## src/rtl/tl_fc_pending_buffer_mc.sv

```systemverilog
`default_nettype none
// +--------------------------------------------------------------------------+
// | Module   : tl_fc_pending_buffer_mc                                       |
// | Brief    : Per-channel TLP pending FIFOs with FC credit gating and a     |
// |            round-robin arbiter feeding one registered valid/ready stage. |
// |            Optional macro TL_FC_INFINITE_CREDIT_EN: cr_limit==0 means    |
// |            infinite credit for that channel.                             |
// | Revision : 1.0                                                           |
// +--------------------------------------------------------------------------+
module tl_fc_pending_buffer_mc #(
    parameter int DATA_WIDTH = 32,
    parameter int FIFO_DEPTH = 16,
    parameter int NUM_CH     = 3,
    parameter int CR_WIDTH   = 8,
    parameter int COST_WIDTH = 4
) (
    input  logic                                        clk,
    input  logic                                        rst,
    input  logic                                        wr_valid,
    output logic                                        wr_ready,
    input  logic [$clog2(NUM_CH)-1:0]                   wr_ch,
    input  logic [DATA_WIDTH-1:0]                       wr_data,
    input  logic [COST_WIDTH-1:0]                       wr_cost,
    input  logic [NUM_CH*CR_WIDTH-1:0]                  cr_limit,
    output logic                                        tx_valid,
    input  logic                                        tx_ready,
    output logic [DATA_WIDTH-1:0]                       tx_data,
    output logic [$clog2(NUM_CH)-1:0]                   tx_ch,
    output logic [NUM_CH*($clog2(FIFO_DEPTH)+1)-1:0]    ptlp,
    output logic [NUM_CH*CR_WIDTH-1:0]                  credit_consumed,
    output logic [NUM_CH-1:0]                           full,
    output logic [NUM_CH-1:0]                           empty
);

    localparam int CHW  = $clog2(NUM_CH);
    localparam int AW   = $clog2(FIFO_DEPTH);
    localparam int PW   = AW + 1;
    localparam int EW   = COST_WIDTH + DATA_WIDTH;
    localparam logic [CR_WIDTH-1:0] HALF = CR_WIDTH'(1 << (CR_WIDTH - 1));

    logic [EW-1:0]         mem [NUM_CH][FIFO_DEPTH];
    logic [AW-1:0]         wr_ptr [NUM_CH];
    logic [AW-1:0]         rd_ptr [NUM_CH];
    logic [PW-1:0]         cnt [NUM_CH];
    logic [CR_WIDTH-1:0]   cc [NUM_CH];
    logic [DATA_WIDTH-1:0] head_data [NUM_CH];
    logic [COST_WIDTH-1:0] head_cost [NUM_CH];
    logic [NUM_CH-1:0]     elig;
    logic [NUM_CH-1:0]     wr_hit;
    logic [NUM_CH-1:0]     pop_hit;
    logic [CHW-1:0]        rr_ptr;
    logic [CHW-1:0]        grant;
    logic                  grant_vld;
    logic                  load;
    logic                  wr_ok;
    logic                  do_pop;

    generate
        for (genvar i = 0; i < NUM_CH; i++) begin : g_ch
            logic [CR_WIDTH-1:0] limit;
            logic [CR_WIDTH-1:0] diff;

            assign limit     = cr_limit[i*CR_WIDTH +: CR_WIDTH];
            assign head_data[i] = mem[i][rd_ptr[i]][DATA_WIDTH-1:0];
            assign head_cost[i] = mem[i][rd_ptr[i]][EW-1 -: COST_WIDTH];
            // Remaining headroom after this TLP; values above half the range mean "negative".
            assign diff      = limit - cc[i] - CR_WIDTH'(head_cost[i]);
            assign full[i]   = (cnt[i] == PW'(FIFO_DEPTH));
            assign empty[i]  = (cnt[i] == '0);
            assign ptlp[i*PW +: PW]                 = cnt[i];
            assign credit_consumed[i*CR_WIDTH +: CR_WIDTH] = cc[i];
            assign wr_hit[i]  = wr_ok && (wr_ch == CHW'(i));
            assign pop_hit[i] = do_pop && (grant == CHW'(i));
`ifdef TL_FC_INFINITE_CREDIT_EN
            assign elig[i] = !empty[i] && ((limit == '0) || (diff <= HALF));
`else
            assign elig[i] = !empty[i] && (diff <= HALF);
`endif
        end
    endgenerate

    always_comb begin
        wr_ready = 1'b0;
        if (int'(wr_ch) < NUM_CH) begin
            wr_ready = !full[wr_ch];
        end
    end

    assign wr_ok  = wr_valid && wr_ready;
    assign load   = !tx_valid || tx_ready;
    assign do_pop = load && grant_vld;

    always_comb begin
        int idx;
        idx       = 0;
        grant_vld = 1'b0;
        grant     = '0;
        for (int k = 0; k < NUM_CH; k++) begin
            idx = int'(rr_ptr) + k;
            if (idx >= NUM_CH) begin
                idx = idx - NUM_CH;
            end
            if (!grant_vld && elig[idx]) begin
                grant_vld = 1'b1;
                grant     = CHW'(idx);
            end
        end
    end

    // Storage is not reset; occupancy counters alone define validity.
    always_ff @(posedge clk) begin
        for (int i = 0; i < NUM_CH; i++) begin
            if (wr_hit[i]) begin
                mem[i][wr_ptr[i]] <= {wr_cost, wr_data};
            end
        end
    end

    always_ff @(posedge clk) begin
        if (rst) begin
            for (int i = 0; i < NUM_CH; i++) begin
                wr_ptr[i] <= '0;
                rd_ptr[i] <= '0;
                cnt[i]    <= '0;
                cc[i]     <= '0;
            end
            rr_ptr   <= '0;
            tx_valid <= 1'b0;
            tx_data  <= '0;
            tx_ch    <= '0;
        end else begin
            if (load) begin
                if (grant_vld) begin
                    tx_valid <= 1'b1;
                    tx_data  <= head_data[grant];
                    tx_ch    <= grant;
                    rr_ptr   <= (grant == CHW'(NUM_CH - 1)) ? '0 : grant + 1'b1;
                end else begin
                    tx_valid <= 1'b0;
                end
            end
            for (int i = 0; i < NUM_CH; i++) begin
                if (wr_hit[i]) begin
                    wr_ptr[i] <= wr_ptr[i] + 1'b1;
                end
                if (pop_hit[i]) begin
                    rd_ptr[i] <= rd_ptr[i] + 1'b1;
                    cc[i]     <= cc[i] + CR_WIDTH'(head_cost[i]);
                end
                cnt[i] <= cnt[i] + PW'(wr_hit[i]) - PW'(pop_hit[i]);
            end
        end
    end

endmodule
`default_nettype wire

```

## config.mk

```make
export PLATFORM = sky130hd
export DESIGN_NAME = tl_fc_pending_buffer_mc
export DESIGN_NICKNAME = d
export VERILOG_FILES = /design/src/rtl/tl_fc_pending_buffer_mc.sv
export SDC_FILE = /design/constraint.sdc
export NUM_CORES = 2
export LEC_CHECK = 0
export CAP_MARGIN = 20
export CORE_ASPECT_RATIO = 0.8
export CORE_MARGIN = 5
export CORE_UTILIZATION = 40
export CTS_CLUSTER_DIAMETER = 40
export DETAILED_ROUTE_END_ITERATION = 10
export SYNTH_ARGS = -nofsm -noshare
export SYNTH_HDL_FRONTEND = slang
export SYNTH_SLANG_ARGS = --single-unit
export TNS_END_PERCENT = 100
```

## constraint.sdc

```tcl
create_clock -name clk -period 9.4 [get_ports clk]
set_input_delay 0.94 -clock clk [delete_from_list [all_inputs] [get_ports clk]]
set_output_delay 0.94 -clock clk [all_outputs]
set_load 0.05 [all_outputs]
```

# Word-level counts from Yosys, hierarchy flattened

Memories as Yosys holds them, arrays and structs flattened.
Index checks and enable logic that the tools add are counted.

RAM bits: 1,791
Input port bits: 66
Output and inout bits: 81
Word-level logic and storage cells: 198
Latch bits: 0
Bits in registers: 37
ROM bits: 0
Memories: 5

Multiplexer cells: 83
Eq/ne operators: 7
Add/sub/neg operators: 27
Bitwise gates (word level): 19
Divide/modulo/power cells: 0
Reductions and logical operators: 32
Order comparisons: 21
$mul: 0
Shift operators: 0

Memories:

| name   | depth | width | rd ports | clocked after memory_dff | write ports | RTL line | text |
|---|---|---|---|---|---|---|---|
| mem    | 3     | 576   | 3        | 0                        | 1           | 41       | `logic [EW-1:0] mem [NUM_CH][FIFO_DEPTH];` |
| cc     | 3     | 8     | 3        | 0                        | 3           | 45       | `logic [CR_WIDTH-1:0] cc [NUM_CH];` |
| cnt    | 3     | 5     | 3        | 0                        | 3           | 44       | `logic [PW-1:0] cnt [NUM_CH];` |
| rd_ptr | 3     | 4     | 3        | 0                        | 3           | 43       | `logic [AW-1:0] rd_ptr [NUM_CH];` |
| wr_ptr | 3     | 4     | 3        | 0                        | 3           | 42       | `logic [AW-1:0] wr_ptr [NUM_CH];` |

Operators by type and width:

| kind                                                 | number |
|---|---|
| two-way mux 576 bit                                  | 7 |
| OR reduction 576 bit                                 | 2 |
| binary-select mux 36 bit (select 4 bit)              | 3 |
| demux 36 bit (select 4 bit)                          | 3 |
| two-way mux 36 bit                                   | 9 |
| two-way mux 32 bit                                   | 5 |
| < comparator 32 x 4 -> 1 bit (second input constant) | 3 |
| binary-select mux 32 bit (select 2 bit)              | 1 |
| two-way mux 1 bit                                    | 33 |
| >= comparator 5 bit (second input constant)          | 6 |
| NOT 4 -> 5 bit                                       | 6 |
| adder 4 x 1 -> 4 bit (second input constant)         | 6 |
| adder 8 x 4 -> 8 bit                                 | 3 |
| <= comparator 8 bit (second input constant)          | 3 |
| two-way mux 4 bit                                    | 6 |
| two-way mux 8 bit                                    | 3 |
| subtractor 8 x 4 -> 8 bit                            | 3 |
| subtractor 8 bit                                     | 3 |
| logical AND 1 bit                                    | 16 |
| adder 5 x 1 -> 5 bit                                 | 3 |
| == test 5 bit (second input constant)                | 3 |
| logical NOT 5 bit                                    | 3 |
| < comparator 5 x 1 -> 1 bit (second input constant)  | 3 |
| two-way mux 5 bit                                    | 3 |
| other kinds (21)                                     | 53 |

# Longest topological paths before layout

Depth in word-level cells: 23
Depth in mapped cells: 32
Gate-level depth less buffers: 28

# Worst setup path before layout

OpenSTA, ideal clock, no wires.

Kind: register to register
Start: memory rd_ptr[0][4] in the netlist's numbering
End: memory cnt[0][9] in the netlist's numbering
Library setup time: 71 ps
Cell stages (with the launch flop): 30
Buffers on the path: 4
Setup slack: 2,072 ps
Clock period less this slack: 7,328 ps
Arrival time: 7,258 ps
Required time: 9,329 ps
Cells stage by stage: edfxtp_1 clkbuf_1 clkbuf_1 clkbuf_1 mux4_2 mux4_2 inv_1 fa_1 inv_1 ha_1 nor2_1 fa_1 xnor2_1 or4_1 or4_1 o21a_1 nand2_2 a41oi_2 or2_1 clkbuf_2 or2_2 inv_1 ha_1 inv_1 ha_1 fa_1 a21oi_1 nor2_1 or3_1 a21oi_1

RTL lines:

| element     | RTL line |
|---|---|
| from (decl) | 43 |
| to (decl)   | 44 |

==> impl_metrics.toml <==
[power]
ir_drop_uv = 280.9
clkPwrFrac_pct = 29.4
pwr_density_cell_nw_per_um2 = 306.6
switching_share_pct = 32.63
pwr-share-comb_pct = 33.8
pwr-share-seq_pct = 36.8
power.switching_mw = 8.377
p_int_mw = 17.30
p_leak_nw = 26.59

[clock_tree]
post_cts_resized = 0
postCtsHoldBufs = 0
clk_path_buf_depth = 3
clk_pin_slew_ps = 60
htree_levels = 4
clock_latency_ps = 820
cts-buffers-inserted = 191
cts-root-buf = "clkbuf_16"
cts_tree = "built"
cts.sinks = 1828
post_cts_buffers = 0

[hold_path]
hp-class = "flop to flop"

[worst_setup_path]
crit_arrival_ps = 8040
cp_top_family = "simple AND/OR/NAND/NOR gates"
end_kind = "flop"
required_ps = 10130
worstSetupStartpoint = "rd_ptr[0][0]"
critPathCapture = "cnt[0][9]"
worstPathMaxFanout = 104
r2r_cells = 23
cp_slowest_cell = "buf_12"
cp-start-kind = "flop"
timing.rr.end = "cnt[0][9]"
rrSetupSlack_ps = 2090
crit_type = "flop to flop"
crit_chain = "buf_12 -> mux4_2 -> mux4_2 -> fa_1 -> inv_1 -> ha_1 -> nor2_1 -> a21oi_1 -> mux2_2 -> and3_1 -> or2_2 -> o221ai_1 -> or2_4 -> or2_2 -> inv_1 -> ha_1 -> inv_1 -> ha_1 -> fa_1 -> a21oi_1 -> nor2_1 -> or3_1 -> a21oi_1"
crit_cells = 23
max_stage_delay_ps = 620
cp_num_buf_inv = 4
r2r_start = "rd_ptr[0][0]"

[floorplan]
fp.dieH_um = 390.7
start_util_pct = 40.30
rows = 139
core_area_um2 = 179800
dieArea_um2 = 189800
io_pins = 147
die_w_um = 485.9

[place]
post-place-ws_ps = 2020
place_area_um2 = 77410
place.gp.congestion = 0.7587
dp_hpwl_mm = 89.57
dp.cells = 5812
port_buffers = 146

[logic_synthesis]
syn_nets = 3489
yosysTopAreaCell = "edfxtp_1"
syn-cell-area_um2 = 72470
yosys-top-cells-area = "edfxtp_1 (74%), mux4_2 (17%), ha_1 (1.6%)"
synth-seq-cells = 1828
yosysSeqAreaShare_pct = 75.03
avgSynthCellArea_um2 = 21.87
synth_edf_count = 1776
synth_warnings = 0
post-synth-top-area-fraction_pct = 73.59
synth_cell_types = 58
async_flop_share_pct = 0
synth_cells = 3313
ys.flop_type = "edfxtp_1"

[final_layout]
fin_cells = 6167
syn_to_final_growth_pct = 15.56
nets = 3785
final_area_um2 = 83750
drive_gt1_share_pct = 26.72

[grt]
antenna_found_initial = 2
grt_pass1_vias = 34765
gr-usage-all-layers_pct = 17.85
grt_overflow_total = 0
grt_max_degree = 134
grt_pass1_wl_mm = 246.9

[timing]
period_minus_slack_ps = 7308
clock.fmax_mhz = 136.8
fin_ws_ps = 2092
hold_viol_final = 0
finalClockSkew_ps = 31.97
rsz0062_at_grt = "false"
setup_viol = 0
tns_ps = 0
post-route-period-util_pct = 77.75
drv_slew = 0
slew_headroom_pct = 27.43
worst_pin_slew_ps = 1083

[route]
ant_nets = 0
first_iter_violations = 3861
viasPerCell = 5.556
wl_per_cell_um = 27.49
dr.pass1.iters = 7
drt_wl_total_mm = 169.5
route.detailed.drc = 0
num_vias = 34266

[run]
cap_viol_max_count = 0

[status]
status = "finished clean"
[worst min-delay path by stage]
| stage | startpoint | slack (ps) | endpoint | cells past startpoint |
|---|---|---|---|---|
| 2_1_floorplan | rr_ptr[1] | 450 | rr_ptr[1] | 2 |
| 3_3_place_gp | rr_ptr[1] | 470 | rr_ptr[1] | 2 |
| 3_5_place_dp | tx_data[12] | 480 | tx_data[12] | 2 |
| 4_1_cts | tx_data[12] | 490 | tx_data[12] | 2 |
| 5_1_grt | tx_data[5] | 510 | tx_data[5] | 2 |
| 6_report | tx_data[5] | 490 | tx_data[5] | 2 |
[synthesized netlist by cell type (33+ instances only)]
library cell,instances
buf_1,44
inv_1,144
clkbuf_1,96
a21oi_1,34
nor3_1,66
ha_1,92
mux2i_1,36
edfxtp_1,1776
nor2_1,119
mux4_2,540
dfxtp_1,52
a211oi_1,33
[state kept, by name, indices dropped and copies added (netlist names)]
name	count
wr_ptr	12
tx_ch	2
tx_valid	1
cnt	15
cc	24
mem	1728
rd_ptr	12
tx_data	32
rr_ptr	2
[logic make-up (layout without fill, tap and decap cells)]
kind of cell | Yosys count | after routing | synth area share (%)
adder cells (fa/ha/maj) | 111 | 111 | 2.099
buffers and inverters | 302 | 758 | 1.638
XOR/XNOR | 48 | 48 | 0.5801
AO/OA/AOI/OAI | 119 | 119 | 1.081
multiplexers | 578 | 578 | 17.31
AND/OR/NAND/NOR | 327 | 327 | 2.265
flip-flops | 1828 | 1828 | 75.03
other | 0 | 1 | 0
[metrics by stage]
stage,hold WS [ps],utilization (%),power [mW]
5_1_grt,512.4,46.57,26.95
6_report,490.5,46.57,25.68
4_1_cts,491.6,46.55,25.98
2_1_floorplan,453.0,-,15.79
3_3_place_gp,473.0,43.05,18.32
3_5_place_dp,479.9,43.05,18.41
[power groups by stage]
stage	Combinational (mW)	Sequential (mW)	Clock, mW
2_1_floorplan	5.83	9.96	0
3_3_place_gp	8.68	9.63	0
3_5_place_dp	8.77	9.64	0
4_1_cts	8.80	9.47	7.71
5_1_grt	9.39	9.48	8.08
6_report	8.67	9.45	7.56
[tightest hold or removal path, cell delays in order (launching register included)]
cell	delay (ps)
dfxtp_1	300
nor2_1	100
nor3_1	50
[cells in the final DEF (no fill, tap or decap), types with 7 or more instances in the layout]
| cell | Yosys | layout |
|---|---|---|
| edfxtp_1 | 1776 | 1776 |
| mux4_2 | 540 | 540 |
| clkbuf_16 | 0 | 194 |
| inv_1 | 144 | 144 |
| clkdlybuf4s50_1 | 0 | 143 |
| buf_4 | 0 | 111 |
| nor2_1 | 119 | 103 |
| ha_1 | 92 | 92 |
| nor3_1 | 66 | 58 |
| dfxtp_1 | 52 | 52 |
| clkbuf_1 | 96 | 37 |
| mux2i_1 | 36 | 36 |
| a21oi_1 | 34 | 34 |
| a211oi_1 | 33 | 33 |
| clkinv_1 | 0 | 31 |
| xor2_1 | 27 | 27 |
| xnor2_1 | 21 | 21 |
| nand2_1 | 21 | 21 |
| o21ai_0 | 20 | 20 |
| and2_2 | 0 | 20 |
| clkinv_2 | 0 | 20 |
| nor2b_1 | 18 | 18 |
| fa_1 | 18 | 18 |
| bufinv_16 | 0 | 18 |
| nor2_4 | 0 | 17 |
| nand3_1 | 16 | 16 |
| clkinvlp_4 | 0 | 15 |
| inv_6 | 0 | 14 |
| nand2b_1 | 10 | 10 |
| clkinv_4 | 0 | 9 |
| nor3_2 | 0 | 8 |
| a21o_1 | 7 | 7 |
| clkinv_8 | 0 | 7 |
[layout make-up]
cell class                      count  area (µm²)
Fill cell                       14807       96080
Sequential cell                  1828       54370
Multi-Input combinational cell   1183       17140
Clock buffer                      233        5021
Tap cell                         2397        2999
Timing Repair Buffer              261        2382
Clock inverter                    120        1289
Inverter                          144       540.5
Antenna cell                        1       2.502
[layer usage]
layer	track usage [%]	vias to the layer above	share of wire, %
met3	3.324	214	6.9
li1	-	14346	-
met1	26.99	18472	45
met2	26.95	1234	46
met4	4.455	0	1.9
met5	0	-	0
(Power assumes the default switching activity.)
